**src/rtl/axi_lite_slave_ctrl_if.sv**
```systemverilog
// AXI4-Lite slave-side bus bundle for axi_lite_slave_ctrl.
// The slave modport is the protocol engine's view; the master modport is the bus driver's view.
interface axi_lite_slave_ctrl_if #(
    parameter int unsigned ADDR_WIDTH = 8,
    parameter int unsigned DATA_WIDTH = 32
);
    logic [ADDR_WIDTH-1:0]   s_axi_awaddr;
    logic                    s_axi_awvalid;
    logic                    s_axi_awready;
    logic [DATA_WIDTH-1:0]   s_axi_wdata;
    logic [DATA_WIDTH/8-1:0] s_axi_wstrb;
    logic                    s_axi_wvalid;
    logic                    s_axi_wready;
    logic [1:0]              s_axi_bresp;
    logic                    s_axi_bvalid;
    logic                    s_axi_bready;
    logic [ADDR_WIDTH-1:0]   s_axi_araddr;
    logic                    s_axi_arvalid;
    logic                    s_axi_arready;
    logic [DATA_WIDTH-1:0]   s_axi_rdata;
    logic [1:0]              s_axi_rresp;
    logic                    s_axi_rvalid;
    logic                    s_axi_rready;

    modport slave (
        input  s_axi_awaddr, s_axi_awvalid, s_axi_wdata, s_axi_wstrb, s_axi_wvalid, s_axi_bready,
        input  s_axi_araddr, s_axi_arvalid, s_axi_rready,
        output s_axi_awready, s_axi_wready, s_axi_bresp, s_axi_bvalid,
        output s_axi_arready, s_axi_rdata, s_axi_rresp, s_axi_rvalid
    );

    modport master (
        output s_axi_awaddr, s_axi_awvalid, s_axi_wdata, s_axi_wstrb, s_axi_wvalid, s_axi_bready,
        output s_axi_araddr, s_axi_arvalid, s_axi_rready,
        input  s_axi_awready, s_axi_wready, s_axi_bresp, s_axi_bvalid,
        input  s_axi_arready, s_axi_rdata, s_axi_rresp, s_axi_rvalid
    );
endinterface

```
**src/rtl/axi_lite_slave_ctrl.sv**
```systemverilog
// AXI4-Lite slave protocol engine: independent write and read FSMs that decode byte addresses
// to word indices and issue single-cycle strobes toward a combinational register-file backend.
module axi_lite_slave_ctrl #(
    parameter int unsigned DATA_WIDTH = 32,
    parameter int unsigned ADDR_WIDTH = 8,
    parameter int unsigned NUM_REGS   = 16,
    localparam int unsigned IDX_W     = $clog2(NUM_REGS)
) (
    input  logic                    clk,
    input  logic                    rst_n,
    axi_lite_slave_ctrl_if.slave    s_axi,
    output logic [IDX_W-1:0]        wr_addr,
    output logic                    wr_en,
    output logic [DATA_WIDTH-1:0]   wr_data,
    output logic [3:0]              wr_strb,
    output logic [IDX_W-1:0]        rd_addr,
    output logic                    rd_en,
    input  logic [DATA_WIDTH-1:0]   rd_data
);
    localparam int unsigned ADDR_LSB = 2;
    localparam logic [1:0] RESP_OKAY   = 2'b00;
    localparam logic [1:0] RESP_SLVERR = 2'b10;

    typedef enum logic [1:0] {WR_IDLE, WR_EXEC, WR_RESP} wr_state_t;
    typedef enum logic [1:0] {RD_IDLE, RD_EXEC, RD_RESP} rd_state_t;

    wr_state_t             r_wr_state, w_wr_state_nxt;
    logic                  r_aw_done, w_aw_done_nxt, r_w_done, w_w_done_nxt;
    logic                  r_awready, w_awready_nxt, r_wready, w_wready_nxt;
    logic [ADDR_WIDTH-1:0] r_awaddr, w_awaddr_nxt;
    logic [DATA_WIDTH-1:0] r_wdata, w_wdata_nxt;
    logic [3:0]            r_wstrb, w_wstrb_nxt;
    logic [1:0]            r_bresp, w_bresp_nxt;
    logic                  r_bvalid, w_bvalid_nxt;
    logic                  w_wr_in_range;

    rd_state_t             r_rd_state, w_rd_state_nxt;
    logic                  r_arready, w_arready_nxt;
    logic [ADDR_WIDTH-1:0] r_araddr, w_araddr_nxt;
    logic [DATA_WIDTH-1:0] r_rdata, w_rdata_nxt;
    logic [1:0]            r_rresp, w_rresp_nxt;
    logic                  r_rvalid, w_rvalid_nxt;
    logic                  w_rd_in_range;

    // addr[MSB:2] < NUM_REGS is the same test as the full byte address < NUM_REGS*4
    function automatic logic f_in_range(input logic [ADDR_WIDTH-1:0] addr);
        return 32'(addr) < (NUM_REGS << ADDR_LSB);
    endfunction

    always_comb begin
        w_wr_state_nxt = r_wr_state;
        w_aw_done_nxt  = r_aw_done;
        w_w_done_nxt   = r_w_done;
        w_awaddr_nxt   = r_awaddr;
        w_wdata_nxt    = r_wdata;
        w_wstrb_nxt    = r_wstrb;
        w_bresp_nxt    = r_bresp;
        w_bvalid_nxt   = r_bvalid;
        w_wr_in_range  = f_in_range(r_awaddr);
        wr_en          = 1'b0;
        unique case (r_wr_state)
            WR_IDLE: begin
                if (r_awready && s_axi.s_axi_awvalid) begin
                    w_awaddr_nxt  = s_axi.s_axi_awaddr;
                    w_aw_done_nxt = 1'b1;
                end
                if (r_wready && s_axi.s_axi_wvalid) begin
                    w_wdata_nxt  = s_axi.s_axi_wdata;
                    w_wstrb_nxt  = s_axi.s_axi_wstrb;
                    w_w_done_nxt = 1'b1;
                end
                if (w_aw_done_nxt && w_w_done_nxt) w_wr_state_nxt = WR_EXEC;
            end
            WR_EXEC: begin
                wr_en          = w_wr_in_range;
                w_bresp_nxt    = w_wr_in_range ? RESP_OKAY : RESP_SLVERR;
                w_bvalid_nxt   = 1'b1;
                w_aw_done_nxt  = 1'b0;
                w_w_done_nxt   = 1'b0;
                w_wr_state_nxt = WR_RESP;
            end
            WR_RESP: begin
                if (s_axi.s_axi_bready) begin
                    w_bvalid_nxt   = 1'b0;
                    w_wr_state_nxt = WR_IDLE;
                end
            end
            default: w_wr_state_nxt = WR_IDLE;
        endcase
        // Readies are registered so they sit low through reset and drop the cycle after a handshake
        w_awready_nxt = (w_wr_state_nxt == WR_IDLE) && !w_aw_done_nxt;
        w_wready_nxt  = (w_wr_state_nxt == WR_IDLE) && !w_w_done_nxt;
    end

    always_comb begin
        w_rd_state_nxt = r_rd_state;
        w_araddr_nxt   = r_araddr;
        w_rdata_nxt    = r_rdata;
        w_rresp_nxt    = r_rresp;
        w_rvalid_nxt   = r_rvalid;
        w_rd_in_range  = f_in_range(r_araddr);
        rd_en          = 1'b0;
        unique case (r_rd_state)
            RD_IDLE: begin
                if (r_arready && s_axi.s_axi_arvalid) begin
                    w_araddr_nxt   = s_axi.s_axi_araddr;
                    w_rd_state_nxt = RD_EXEC;
                end
            end
            RD_EXEC: begin
                rd_en          = 1'b1;
                w_rdata_nxt    = w_rd_in_range ? rd_data : '0;
                w_rresp_nxt    = w_rd_in_range ? RESP_OKAY : RESP_SLVERR;
                w_rvalid_nxt   = 1'b1;
                w_rd_state_nxt = RD_RESP;
            end
            RD_RESP: begin
                if (s_axi.s_axi_rready) begin
                    w_rvalid_nxt   = 1'b0;
                    w_rd_state_nxt = RD_IDLE;
                end
            end
            default: w_rd_state_nxt = RD_IDLE;
        endcase
        w_arready_nxt = (w_rd_state_nxt == RD_IDLE);
    end

    always_ff @(posedge clk or negedge rst_n) begin
        if (!rst_n) begin
            r_wr_state <= WR_IDLE;
            r_aw_done  <= 1'b0;
            r_w_done   <= 1'b0;
            r_awready  <= 1'b0;
            r_wready   <= 1'b0;
            r_awaddr   <= '0;
            r_wdata    <= '0;
            r_wstrb    <= '0;
            r_bresp    <= '0;
            r_bvalid   <= 1'b0;
            r_rd_state <= RD_IDLE;
            r_arready  <= 1'b0;
            r_araddr   <= '0;
            r_rdata    <= '0;
            r_rresp    <= '0;
            r_rvalid   <= 1'b0;
        end else begin
            r_wr_state <= w_wr_state_nxt;
            r_aw_done  <= w_aw_done_nxt;
            r_w_done   <= w_w_done_nxt;
            r_awready  <= w_awready_nxt;
            r_wready   <= w_wready_nxt;
            r_awaddr   <= w_awaddr_nxt;
            r_wdata    <= w_wdata_nxt;
            r_wstrb    <= w_wstrb_nxt;
            r_bresp    <= w_bresp_nxt;
            r_bvalid   <= w_bvalid_nxt;
            r_rd_state <= w_rd_state_nxt;
            r_arready  <= w_arready_nxt;
            r_araddr   <= w_araddr_nxt;
            r_rdata    <= w_rdata_nxt;
            r_rresp    <= w_rresp_nxt;
            r_rvalid   <= w_rvalid_nxt;
        end
    end

    assign s_axi.s_axi_awready = r_awready;
    assign s_axi.s_axi_wready  = r_wready;
    assign s_axi.s_axi_bresp   = r_bresp;
    assign s_axi.s_axi_bvalid  = r_bvalid;
    assign s_axi.s_axi_arready = r_arready;
    assign s_axi.s_axi_rdata   = r_rdata;
    assign s_axi.s_axi_rresp   = r_rresp;
    assign s_axi.s_axi_rvalid  = r_rvalid;

    assign wr_addr = r_awaddr[ADDR_LSB +: IDX_W];
    assign wr_data = r_wdata;
    assign wr_strb = r_wstrb;
    assign rd_addr = r_araddr[ADDR_LSB +: IDX_W];
endmodule

```
**src/flat_wrapper.sv**
```systemverilog
// flat-port wrapper written by rule: the top's interface ports become plain ports
module axi_lite_slave_ctrl_flat 
#(
    parameter int unsigned DATA_WIDTH = 32,
    parameter int unsigned ADDR_WIDTH = 8,
    parameter int unsigned NUM_REGS   = 16,
    localparam int unsigned IDX_W     = $clog2(NUM_REGS)
)
  (clk, rst_n, wr_addr, wr_en, wr_data, wr_strb, rd_addr, rd_en, rd_data, s_axi_s_axi_awaddr, s_axi_s_axi_awvalid, s_axi_s_axi_wdata, s_axi_s_axi_wstrb, s_axi_s_axi_wvalid, s_axi_s_axi_bready, s_axi_s_axi_araddr, s_axi_s_axi_arvalid, s_axi_s_axi_rready, s_axi_s_axi_awready, s_axi_s_axi_wready, s_axi_s_axi_bresp, s_axi_s_axi_bvalid, s_axi_s_axi_arready, s_axi_s_axi_rdata, s_axi_s_axi_rresp, s_axi_s_axi_rvalid);
  axi_lite_slave_ctrl_if #(.ADDR_WIDTH(ADDR_WIDTH), .DATA_WIDTH(DATA_WIDTH)) s_axi_i ();
  input  logic clk;
  input  logic rst_n;
  output logic [IDX_W-1:0] wr_addr;
  output logic wr_en;
  output logic [DATA_WIDTH-1:0] wr_data;
  output logic [3:0] wr_strb;
  output logic [IDX_W-1:0] rd_addr;
  output logic rd_en;
  input  logic [DATA_WIDTH-1:0] rd_data;
  input wire logic [$bits(s_axi_i.s_axi_awaddr)-1:0] s_axi_s_axi_awaddr;
  input wire logic [$bits(s_axi_i.s_axi_awvalid)-1:0] s_axi_s_axi_awvalid;
  input wire logic [$bits(s_axi_i.s_axi_wdata)-1:0] s_axi_s_axi_wdata;
  input wire logic [$bits(s_axi_i.s_axi_wstrb)-1:0] s_axi_s_axi_wstrb;
  input wire logic [$bits(s_axi_i.s_axi_wvalid)-1:0] s_axi_s_axi_wvalid;
  input wire logic [$bits(s_axi_i.s_axi_bready)-1:0] s_axi_s_axi_bready;
  input wire logic [$bits(s_axi_i.s_axi_araddr)-1:0] s_axi_s_axi_araddr;
  input wire logic [$bits(s_axi_i.s_axi_arvalid)-1:0] s_axi_s_axi_arvalid;
  input wire logic [$bits(s_axi_i.s_axi_rready)-1:0] s_axi_s_axi_rready;
  output wire logic [$bits(s_axi_i.s_axi_awready)-1:0] s_axi_s_axi_awready;
  output wire logic [$bits(s_axi_i.s_axi_wready)-1:0] s_axi_s_axi_wready;
  output wire logic [$bits(s_axi_i.s_axi_bresp)-1:0] s_axi_s_axi_bresp;
  output wire logic [$bits(s_axi_i.s_axi_bvalid)-1:0] s_axi_s_axi_bvalid;
  output wire logic [$bits(s_axi_i.s_axi_arready)-1:0] s_axi_s_axi_arready;
  output wire logic [$bits(s_axi_i.s_axi_rdata)-1:0] s_axi_s_axi_rdata;
  output wire logic [$bits(s_axi_i.s_axi_rresp)-1:0] s_axi_s_axi_rresp;
  output wire logic [$bits(s_axi_i.s_axi_rvalid)-1:0] s_axi_s_axi_rvalid;
  assign s_axi_i.s_axi_awaddr = s_axi_s_axi_awaddr;
  assign s_axi_i.s_axi_awvalid = s_axi_s_axi_awvalid;
  assign s_axi_i.s_axi_wdata = s_axi_s_axi_wdata;
  assign s_axi_i.s_axi_wstrb = s_axi_s_axi_wstrb;
  assign s_axi_i.s_axi_wvalid = s_axi_s_axi_wvalid;
  assign s_axi_i.s_axi_bready = s_axi_s_axi_bready;
  assign s_axi_i.s_axi_araddr = s_axi_s_axi_araddr;
  assign s_axi_i.s_axi_arvalid = s_axi_s_axi_arvalid;
  assign s_axi_i.s_axi_rready = s_axi_s_axi_rready;
  assign s_axi_s_axi_awready = s_axi_i.s_axi_awready;
  assign s_axi_s_axi_wready = s_axi_i.s_axi_wready;
  assign s_axi_s_axi_bresp = s_axi_i.s_axi_bresp;
  assign s_axi_s_axi_bvalid = s_axi_i.s_axi_bvalid;
  assign s_axi_s_axi_arready = s_axi_i.s_axi_arready;
  assign s_axi_s_axi_rdata = s_axi_i.s_axi_rdata;
  assign s_axi_s_axi_rresp = s_axi_i.s_axi_rresp;
  assign s_axi_s_axi_rvalid = s_axi_i.s_axi_rvalid;
  axi_lite_slave_ctrl #(.DATA_WIDTH(DATA_WIDTH), .ADDR_WIDTH(ADDR_WIDTH), .NUM_REGS(NUM_REGS)) u_core (.clk(clk), .rst_n(rst_n), .s_axi(s_axi_i), .wr_addr(wr_addr), .wr_en(wr_en), .wr_data(wr_data), .wr_strb(wr_strb), .rd_addr(rd_addr), .rd_en(rd_en), .rd_data(rd_data));
endmodule
```
**config.mk**
```make
export PLATFORM = sky130hd
export DESIGN_NAME = axi_lite_slave_ctrl_flat
export DESIGN_NICKNAME = d
export VERILOG_FILES = /design/src/rtl/axi_lite_slave_ctrl_if.sv /design/src/rtl/axi_lite_slave_ctrl.sv /design/src/flat_wrapper.sv
export SDC_FILE = /design/constraint.sdc
export NUM_CORES = 1
export LEC_CHECK = 0
export BUFFER_PORTS_ARGS = -buffer_cell sky130_fd_sc_hd__buf_2
export CORE_MARGIN = 2
export CORE_UTILIZATION = 42
export DETAILED_ROUTE_END_ITERATION = 10
export PLACE_DENSITY = 0.74
export SKIP_LAST_GASP = 1
export SYNTH_ARGS = -nofsm -noshare
export SYNTH_HDL_FRONTEND = slang
export SYNTH_SLANG_ARGS = --single-unit
```
**constraint.sdc**
```tcl
create_clock -name clk -period 1.85 [get_ports clk]
set_input_delay 0.185 -clock clk [delete_from_list [all_inputs] [get_ports clk]]
set_output_delay 0.185 -clock clk [all_outputs]
set_load 0.02 [all_outputs]
```
; Word level (Yosys, flattened, before mapping)
; Cells that the tools add are included.
[totals]
elab_cells = 64
output_inout_bits = 87
inputBits = 91
reg_bits = 99
[classes]
n_reduce_logical = 19
mux = 21
order_cmp = 2
eq_ne = 6
[op_table]
columns = op, count
row1 = 2-to-1 mux 32 bit, 1
row2 = "less-than comparator 8 x 7 -> 1 bit, second input constant", 2
row3 = 2-to-1 mux 2 bit, 6
row4 = one-hot mux 2 bit (3 select lines), 2
row5 = AND reduction 2 bit, 5
row6 = zero test 2 bit, 4
row7 = 2-to-1 mux 1 bit, 8
row8 = one-hot mux 1 bit (2 select lines), 4
row9 = logical AND 1 bit, 6
row10 = "equality test 2 x 1 -> 1 bit, second input constant", 2
row11 = "equality test 2 bit, second input constant", 2
row12 = "inequality test 2 bit, second input constant", 2
row13 = nonzero test 2 bit, 2
row14 = zero test 1 bit, 2

; Longest topological paths before layout
; Gate-level depths: netlist of the first run.
[depth]
word_depth = 8
ltp_mapped = 5
mapped_depth_nobuf = 3

; Worst setup path before layout of the first run
; Ideal clock, no wire load.
[synth_path]
path_type = register to register
from = register u_core.r_wr_state[1]
to = register u_core.r_bresp[1], in the netlist u_core.s_axi.s_axi_bresp[1]
n_path_buf = 1
path_slack_ns = 0.149
arrival_time_ns = 1.526
stages_incl_launch_ff = 4
path_cell_list = dfrtp_1 > clkbuf_1 > nor4b_1 > a21oi_1
[synth_between]
elab_chain_cells = 1
[synth_rtl]
columns = item, line_no
row1 = "start, declared", axi_lite_slave_ctrl.sv:27  ; wr_state_t r_wr_state, w_wr_state_nxt;
row2 = "start signal, assigned", axi_lite_slave_ctrl.sv:147  ; r_wr_state <= w_wr_state_nxt;
row3 = equality test 2 x 1 -> 1 bit, axi_lite_slave_ctrl.sv:61  ; unique case (r_wr_state)
row4 = "end signal, assigned", axi_lite_slave_ctrl.sv:155  ; r_bresp <= w_bresp_nxt;
row5 = "end, declared", axi_lite_slave_ctrl.sv:33  ; logic [1:0] r_bresp, w_bresp_nxt;
; No other way between the ends.
; A chain may end at the register's enable or synchronous reset.

; Worst setup path in the final report of the first run
[layout_path]
from = register u_core.r_rd_state[1]
to = register u_core.r_araddr[5]
[layout_between]
elab_chain_cells = 2
[layout_rtl]
columns = item, line_no
row1 = "start, declared", axi_lite_slave_ctrl.sv:37  ; rd_state_t r_rd_state, w_rd_state_nxt;
row2 = "start signal, assigned", axi_lite_slave_ctrl.sv:157  ; r_rd_state <= w_rd_state_nxt;
row3 = zero test 2 bit, axi_lite_slave_ctrl.sv:103  ; unique case (r_rd_state)
row4 = AND reduction 2 bit (no source line), --
row5 = "end signal, assigned", axi_lite_slave_ctrl.sv:159  ; r_araddr <= w_araddr_nxt;
row6 = "end, declared", axi_lite_slave_ctrl.sv:39  ; logic [ADDR_WIDTH-1:0] r_araddr, w_araddr_nxt;
; No other way between the ends.

==> impl_metrics.ini, run 1 <==
[critical_path]
rr_worst_depth = 3
path_cells = nor4bb_1, buf_4, mux2_2
reg2reg_from = u_core.r_rd_state[1]
timing.rr.end = u_core.r_araddr[5]
arrival_ns = 1.90
end_kind = flop
cp_slowest_cell = nor4bb_1
cp-start-kind = flop
crit_end = u_core.r_araddr[5]
setup.worst_path.start = u_core.r_rd_state[1]
max_stage_delay_ns = 0.52
critical_path_class = reg2reg
critical_path_depth = 3
cp.required_ns = 2.08
rrSetupSlack_ns = 0.18
crit_fanout = 7
critPathBufInv = 1
cp_top_family = simple AND/OR/NAND/NOR gates

[clocking]
cts_setup_buffers = 0
htreeDepth = 3
numCtsBuffers = 9
clk_root_buffer_cell = clkbuf_8
cts_tree = yes
clk_pin_slew_worst_paths_ns = 0.08
cts_buffer_depth = 2
cts_sinks = 93
worstSkewPairLatency_ns = 0.34

[floorplan]
die_y_um = 96.21
start_util_pct = 43.46
dieArea_sq_um = 9255
io_pins = 178
core-area_sq_um = 8217
row_count = 33
die_x_um = 96.21

[grt]
grt_pass1_vias = 2400
antenna_found_initial = 0
track_usage_pct = 15.99
grt_max_degree = 47
overflow = 0
grt_pass1_wl_um = 11160

[finish]
stdcell_count = 512
area_growth_pct = 32.83
utilization_pct = 57.73
final_cell_area_sq_um = 4743
drive_above_1_share_pct = 56.51
seqCellArea_sq_um = 2327
n_antenna_cell = 0
multiInputGateArea_sq_um = 1071
nets = 494
fill_cells = 686

[routing]
drt_iter0_markers = 38
drt_wl_total_um = 7369
wl_per_cell_um = 14.39
ant_nets = 0
drcViolationCount = 0
drt-pass1-iter-count = 4
vias_per_cell = 4.818
vias = 2467

[synthesis]
synth_area_leader_cell = dfrtp_1
ys_seq_elements = 93
ys_types = 28
synth_top_area_share_pct = 65.17
ys_warn_count = 0
synthTopCellsByArea = dfrtp_1 65%, mux2_2 9.5%, a22o_1 7.8%
ys_seq_area_share_pct = 65.17
syn_inst = 234
synth_area_sq_um = 3571
avgSynthCellArea_sq_um = 15.26

[placement]
pre_cts_slack_ns = 0.1555
dpl.cell_count = 496
placed_area_sq_um = 4511
port_buffers = 171
place_congestion = 0.7667
dp_hpwl_um = 5546

[sta]
max_freq_ghz = 0.6006
rsz0062_at_grt = no
min_period_ns = 1.665
slew_violations = 0
final.period_utilization_pct = 90.01
finalClockSkew_ns = 0.008891
finalHoldViolCount = 0
worst_slack_ns = 0.1849
holdWs_ns = 0.05985
worst_pin_slew_ns = 0.5207
final.setup.tns_ns = 0
slew_headroom_pct = 64.81
setup_viol = 0

[status]
status = finished clean

[pwr]
power_density_nw_per_um2 = 1769
leakagePower_nw = 2.478
vdd_drop_max_uv = 789.5
power_mw = 8.392

[min_path]
hold_class = in2reg

[job]
drv_cap = 0
## cells in the mapped netlist
cell	count
dfrtp_1	93
a22o_1	32
mux2_2	30
mux2_1	18
buf_4	11
buf_2	8
a21oi_1	6
inv_1	5
buf_6	4
a21o_1	3
a21boi_0	2
a2bb2oi_1	2
clkbuf_1	2
nand2b_1	2
nor2_1	2
nor4bb_1	2
a2111oi_0	1
a211o_1	1
a211oi_1	1
conb_1	1
nand2_1	1
nor2b_1	1
nor3_1	1
nor4b_1	1
nor4b_2	1
nor4bb_4	1
o21ai_0	1
or2_2	1
## repair_timing
item	in CTS	in global routing
hold buffers	1	0
gates resized for setup	0	2
endpoints found under the hold margin	39	0
endpoints found under the setup margin	0	2
## logic make-up after synthesis
kind of cell | synth area share, %
AOI/OAI and AO/OA | 11.07
buffers and inverters | 5.431
DFF | 65.17
muxes | 15.14
other | 0.1050
and+or+nand+nor | 3.083
## area by class of cell
class                           instances  share of cell area (%)
Tap cell                              105                   2.770
Clock buffer                           11                   2.981
Multi-Input combinational cell        112                   22.58
Clock inverter                          4                   1.530
Inverter                                5                  0.3957
Timing Repair Buffer                  182                   20.68
Sequential cell                        93                   49.06
## flip-flops by register name, indices dropped and copies added (netlist names), 2 cells and up
register	flops
u_core.s_axi.s_axi_rdata	32
u_core.r_awaddr	6
u_core.r_rd_state	2
u_core.wr_strb	4
u_core.wr_data	32
u_core.r_araddr	6
u_core.r_wr_state	2
## layer usage
layer	global-route usage (%)	vias to the layer above	routed length, um	part of all wire [%]
met2	25.81	131	3352	45
li1	-	1161	-	-
met3	5.560	10	794	11
met4	6.429	0	100	1.4
met5	0	-	0	0
met1	19.61	1165	3122	42
## worst min path at each step
stage                     startpoint                            to  slack [ns]  cells after the start
3_5_place_dp                   rst_n    u_core.s_axi.s_axi_awready        0.21                      1
5_1_grt        s_axi_s_axi_wdata[23]            u_core.wr_data[23]        0.02                      2
3_3_place_gp                   rst_n    u_core.s_axi.s_axi_awready        0.20                      1
2_1_floorplan                  rst_n            u_core.r_araddr[2]       -0.11                      0
4_1_cts                  rd_data[18]  u_core.s_axi.s_axi_rdata[18]        0.03                      2
6_report                 rd_data[18]  u_core.s_axi.s_axi_rdata[18]        0.06                      2
## power by group
part	leakage, nW	internal (mW)	total, mW	switching [mW]
Combinational	1.22	1.55	3.55	2.00
Sequential	1.16	2.92	3.42	0.494
Clock	0.105	0.789	1.42	0.630
## placed cells by master, fill, tap and decap left out
master,count
nand2b_1,1
or2_2,1
buf_12,3
clkinvlp_4,1
o21ai_0,1
nor2_1,2
bufinv_16,2
clkbuf_1,1
clkinv_2,1
inv_1,5
nor4bb_4,1
a211o_1,1
a22o_1,32
buf_2,170
dlygate4sd3_1,1
a2bb2oi_1,2
a2111oi_0,1
nor3_1,1
nor4bb_1,2
buf_4,8
mux2_1,18
a21o_1,3
nand2b_2,1
conb_1,2
nand2_1,1
a21oi_1,6
a21boi_0,2
a211oi_1,1
nor4b_2,1
clkbuf_8,10
dfrtp_1,93
mux2_2,30
nor2b_1,1
nor4b_4,1
Power figures use the tool's default switching activity.
==> run 2, diff against run 1 <==
--- a/config.mk
+++ b/config.mk
@@ -10,6 +10,7 @@
 export CORE_UTILIZATION = 42
 export DETAILED_ROUTE_END_ITERATION = 10
 export PLACE_DENSITY = 0.74
+export SETUP_SLACK_MARGIN = 0.4
 export SKIP_LAST_GASP = 1
 export SYNTH_ARGS = -nofsm -noshare
 export SYNTH_HDL_FRONTEND = slang
==> impl_metrics.ini, run 2 (synthesized netlist as in run 1, its figures left out) <==
[clocking]
cts_buffer_depth = 2
cts_tree = yes
numCtsBuffers = 9
cts_sinks = 93
clk_root_buffer_cell = clkbuf_8
worstSkewPairLatency_ns = 0.35
htreeDepth = 3
clk_pin_slew_worst_paths_ns = 0.09

[finish]
utilization_pct = 61.17
final_common_cell = buf_2
fill_cells = 661
drive_above_1_share_pct = 61.05
nets = 507
seqCellArea_sq_um = 2331
multiInputGateArea_sq_um = 1174
area_growth_pct = 40.75
final_cell_mix = 168 x buf_2, 90 x dfrtp_1, 32 x a22o_1

[sta]
min_period_ns = 1.519
setup_viol = 0
slew_violations = 0
final.period_utilization_pct = 82.13
rsz0062_at_grt = yes
final.setup.tns_ns = 0
max_freq_ghz = 0.6582
finalHoldViolCount = 0
finalClockSkew_ns = 0.01050

[routing]
drcViolationCount = 0
drt_iter0_markers = 62
drt-pass1-iter-count = 4
ant_nets = 0
drt_wl_total_um = 8003
vias = 2584
wl_per_cell_um = 15.19
vias_per_cell = 4.903

[placement]
port_buffers = 171
place_congestion = 0.7429
dp_hpwl_um = 5756

[critical_path]
end_kind = output pin
arrival_ns = 1.33
crit_fanout = 5
rr_worst_depth = 4
reg2reg_from = u_core.r_wr_state[0]
rrSetupSlack_ns = 0.34
cp-start-kind = flop
critical_path_class = reg2out
timing.rr.end = u_core.wr_data[7]
max_stage_delay_ns = 0.42
cp_slowest_cell = dfrtp_1
path_cells = buf_6, nor4b_4, buf_4
cp.required_ns = 1.66

[status]
status = finished clean

[min_path]
min_to = u_core.s_axi.s_axi_rdata[0]
hold_class = in2reg
whs_path_depth = 2
hold_start = rd_data[0]

[floorplan]
die_y_um = 96.21
io_pins = 178
core-area_sq_um = 8217
die_x_um = 96.21
row_count = 33
start_util_pct = 43.46
dieArea_sq_um = 9255

[pwr]
power_density_nw_per_um2 = 1777
swShare_pct = 37.23
power_mw = 8.930
p_sw_mw = 3.324
leakagePower_nw = 2.631
p_comb_share_pct = 45.2
vdd_drop_max_uv = 844.5
power_frac_clock_pct = 16.0
intPower_mw = 5.605
seq_power_share_pct = 38.7

[grt]
grt_max_degree = 44
antenna_found_initial = 1
overflow = 0
grt_pass1_vias = 2497
grt_pass1_wl_um = 11930
track_usage_pct = 17.04

[job]
drv_cap = 0
[run 2: cell count changes in the layout (fill, tap and decap cells not counted), moves of 3 or more]
| cell | before | now |
|---|---|---|
| buf_4 | 8 | 16 |
| mux2_2 | 30 | 18 |
| mux2_1 | 18 | 12 |
| dfrtp_2 | 0 | 3 |
| mux2_4 | 0 | 18 |
| dfrtp_1 | 93 | 90 |
| buf_6 | 0 | 4 |
[run 2: worst max-delay path: cells and delay by family (launching register included)]
family / cells / cell delay, ns
buffers and inverters: 2 / 0.34
AND/OR/NAND/NOR: 1 / 0.23
flip-flops: 1 / 0.42
[run 2: worst max path at each step]
stage / from / endpoint / cells past startpoint
6_report: u_core.r_wr_state[1] / wr_en / 3
5_1_grt: u_core.r_wr_state[1] / u_core.wr_data[25] / 4
4_1_cts: u_core.r_wr_state[0] / u_core.wr_data[23] / 4
3_5_place_dp: u_core.r_wr_state[0] / u_core.wr_data[6] / 3
3_3_place_gp: u_core.r_wr_state[0] / u_core.wr_data[4] / 3
2_1_floorplan: u_core.r_wr_state[0] / u_core.wr_data[16] / 5
[run 2: power groups by stage]
stage / Combinational [mW] / Sequential, mW / Clock, mW
finish: 4.04 / 3.46 / 1.43
global route: 4.33 / 3.60 / 1.56
CTS: 3.80 / 3.45 / 1.47
detailed placement: 3.62 / 3.46 / 0
global placement: 3.53 / 3.41 / 0
floorplan: 1.63 / 4.27 / 0
[run 2: area by class of cell]
cell class	count	area share (%)
Antenna cell	1	0.04979
Clock buffer	12	3.286
Clock inverter	4	1.095
Inverter	5	0.3734
Multi-Input combinational cell	112	23.35
Sequential cell	93	46.38
Tap cell	105	2.614
Timing Repair Buffer	195	22.85
[run 2: metrics by stage]
step	instances	instance area [sq um]	hold WS, ns	worst slack (ns)
2_1_floorplan	235	3585	-0.1106	0.3348
3_3_place_gp	498	4523	0.06057	0.3031
3_5_place_dp	498	4523	0.06314	0.2560
4_1_cts	522	4887	0.02670	0.3236
5_1_grt	527	5026	0.02573	0.2563
6_report	527	5026	0.04720	0.3307
[run 2: per-layer routing]
layer / GRT usage, % / vias up / share of wire, %
met5: 0 / - / 0
met4: 7.143 / 0 / 1.3
met3: 6.108 / 10 / 10
met2: 28.65 / 120 / 48
met1: 19.63 / 1258 / 41
li1: - / 1196 / -
[run 2: timing repair]
action                     CTS  global route
hold endpoints to repair    57             0
cloned                       1             1
hold buffers                 1             0
setup endpoints to repair   50            51
buffers inserted             6             3
resized for setup           17            23
pin swaps                    3             2
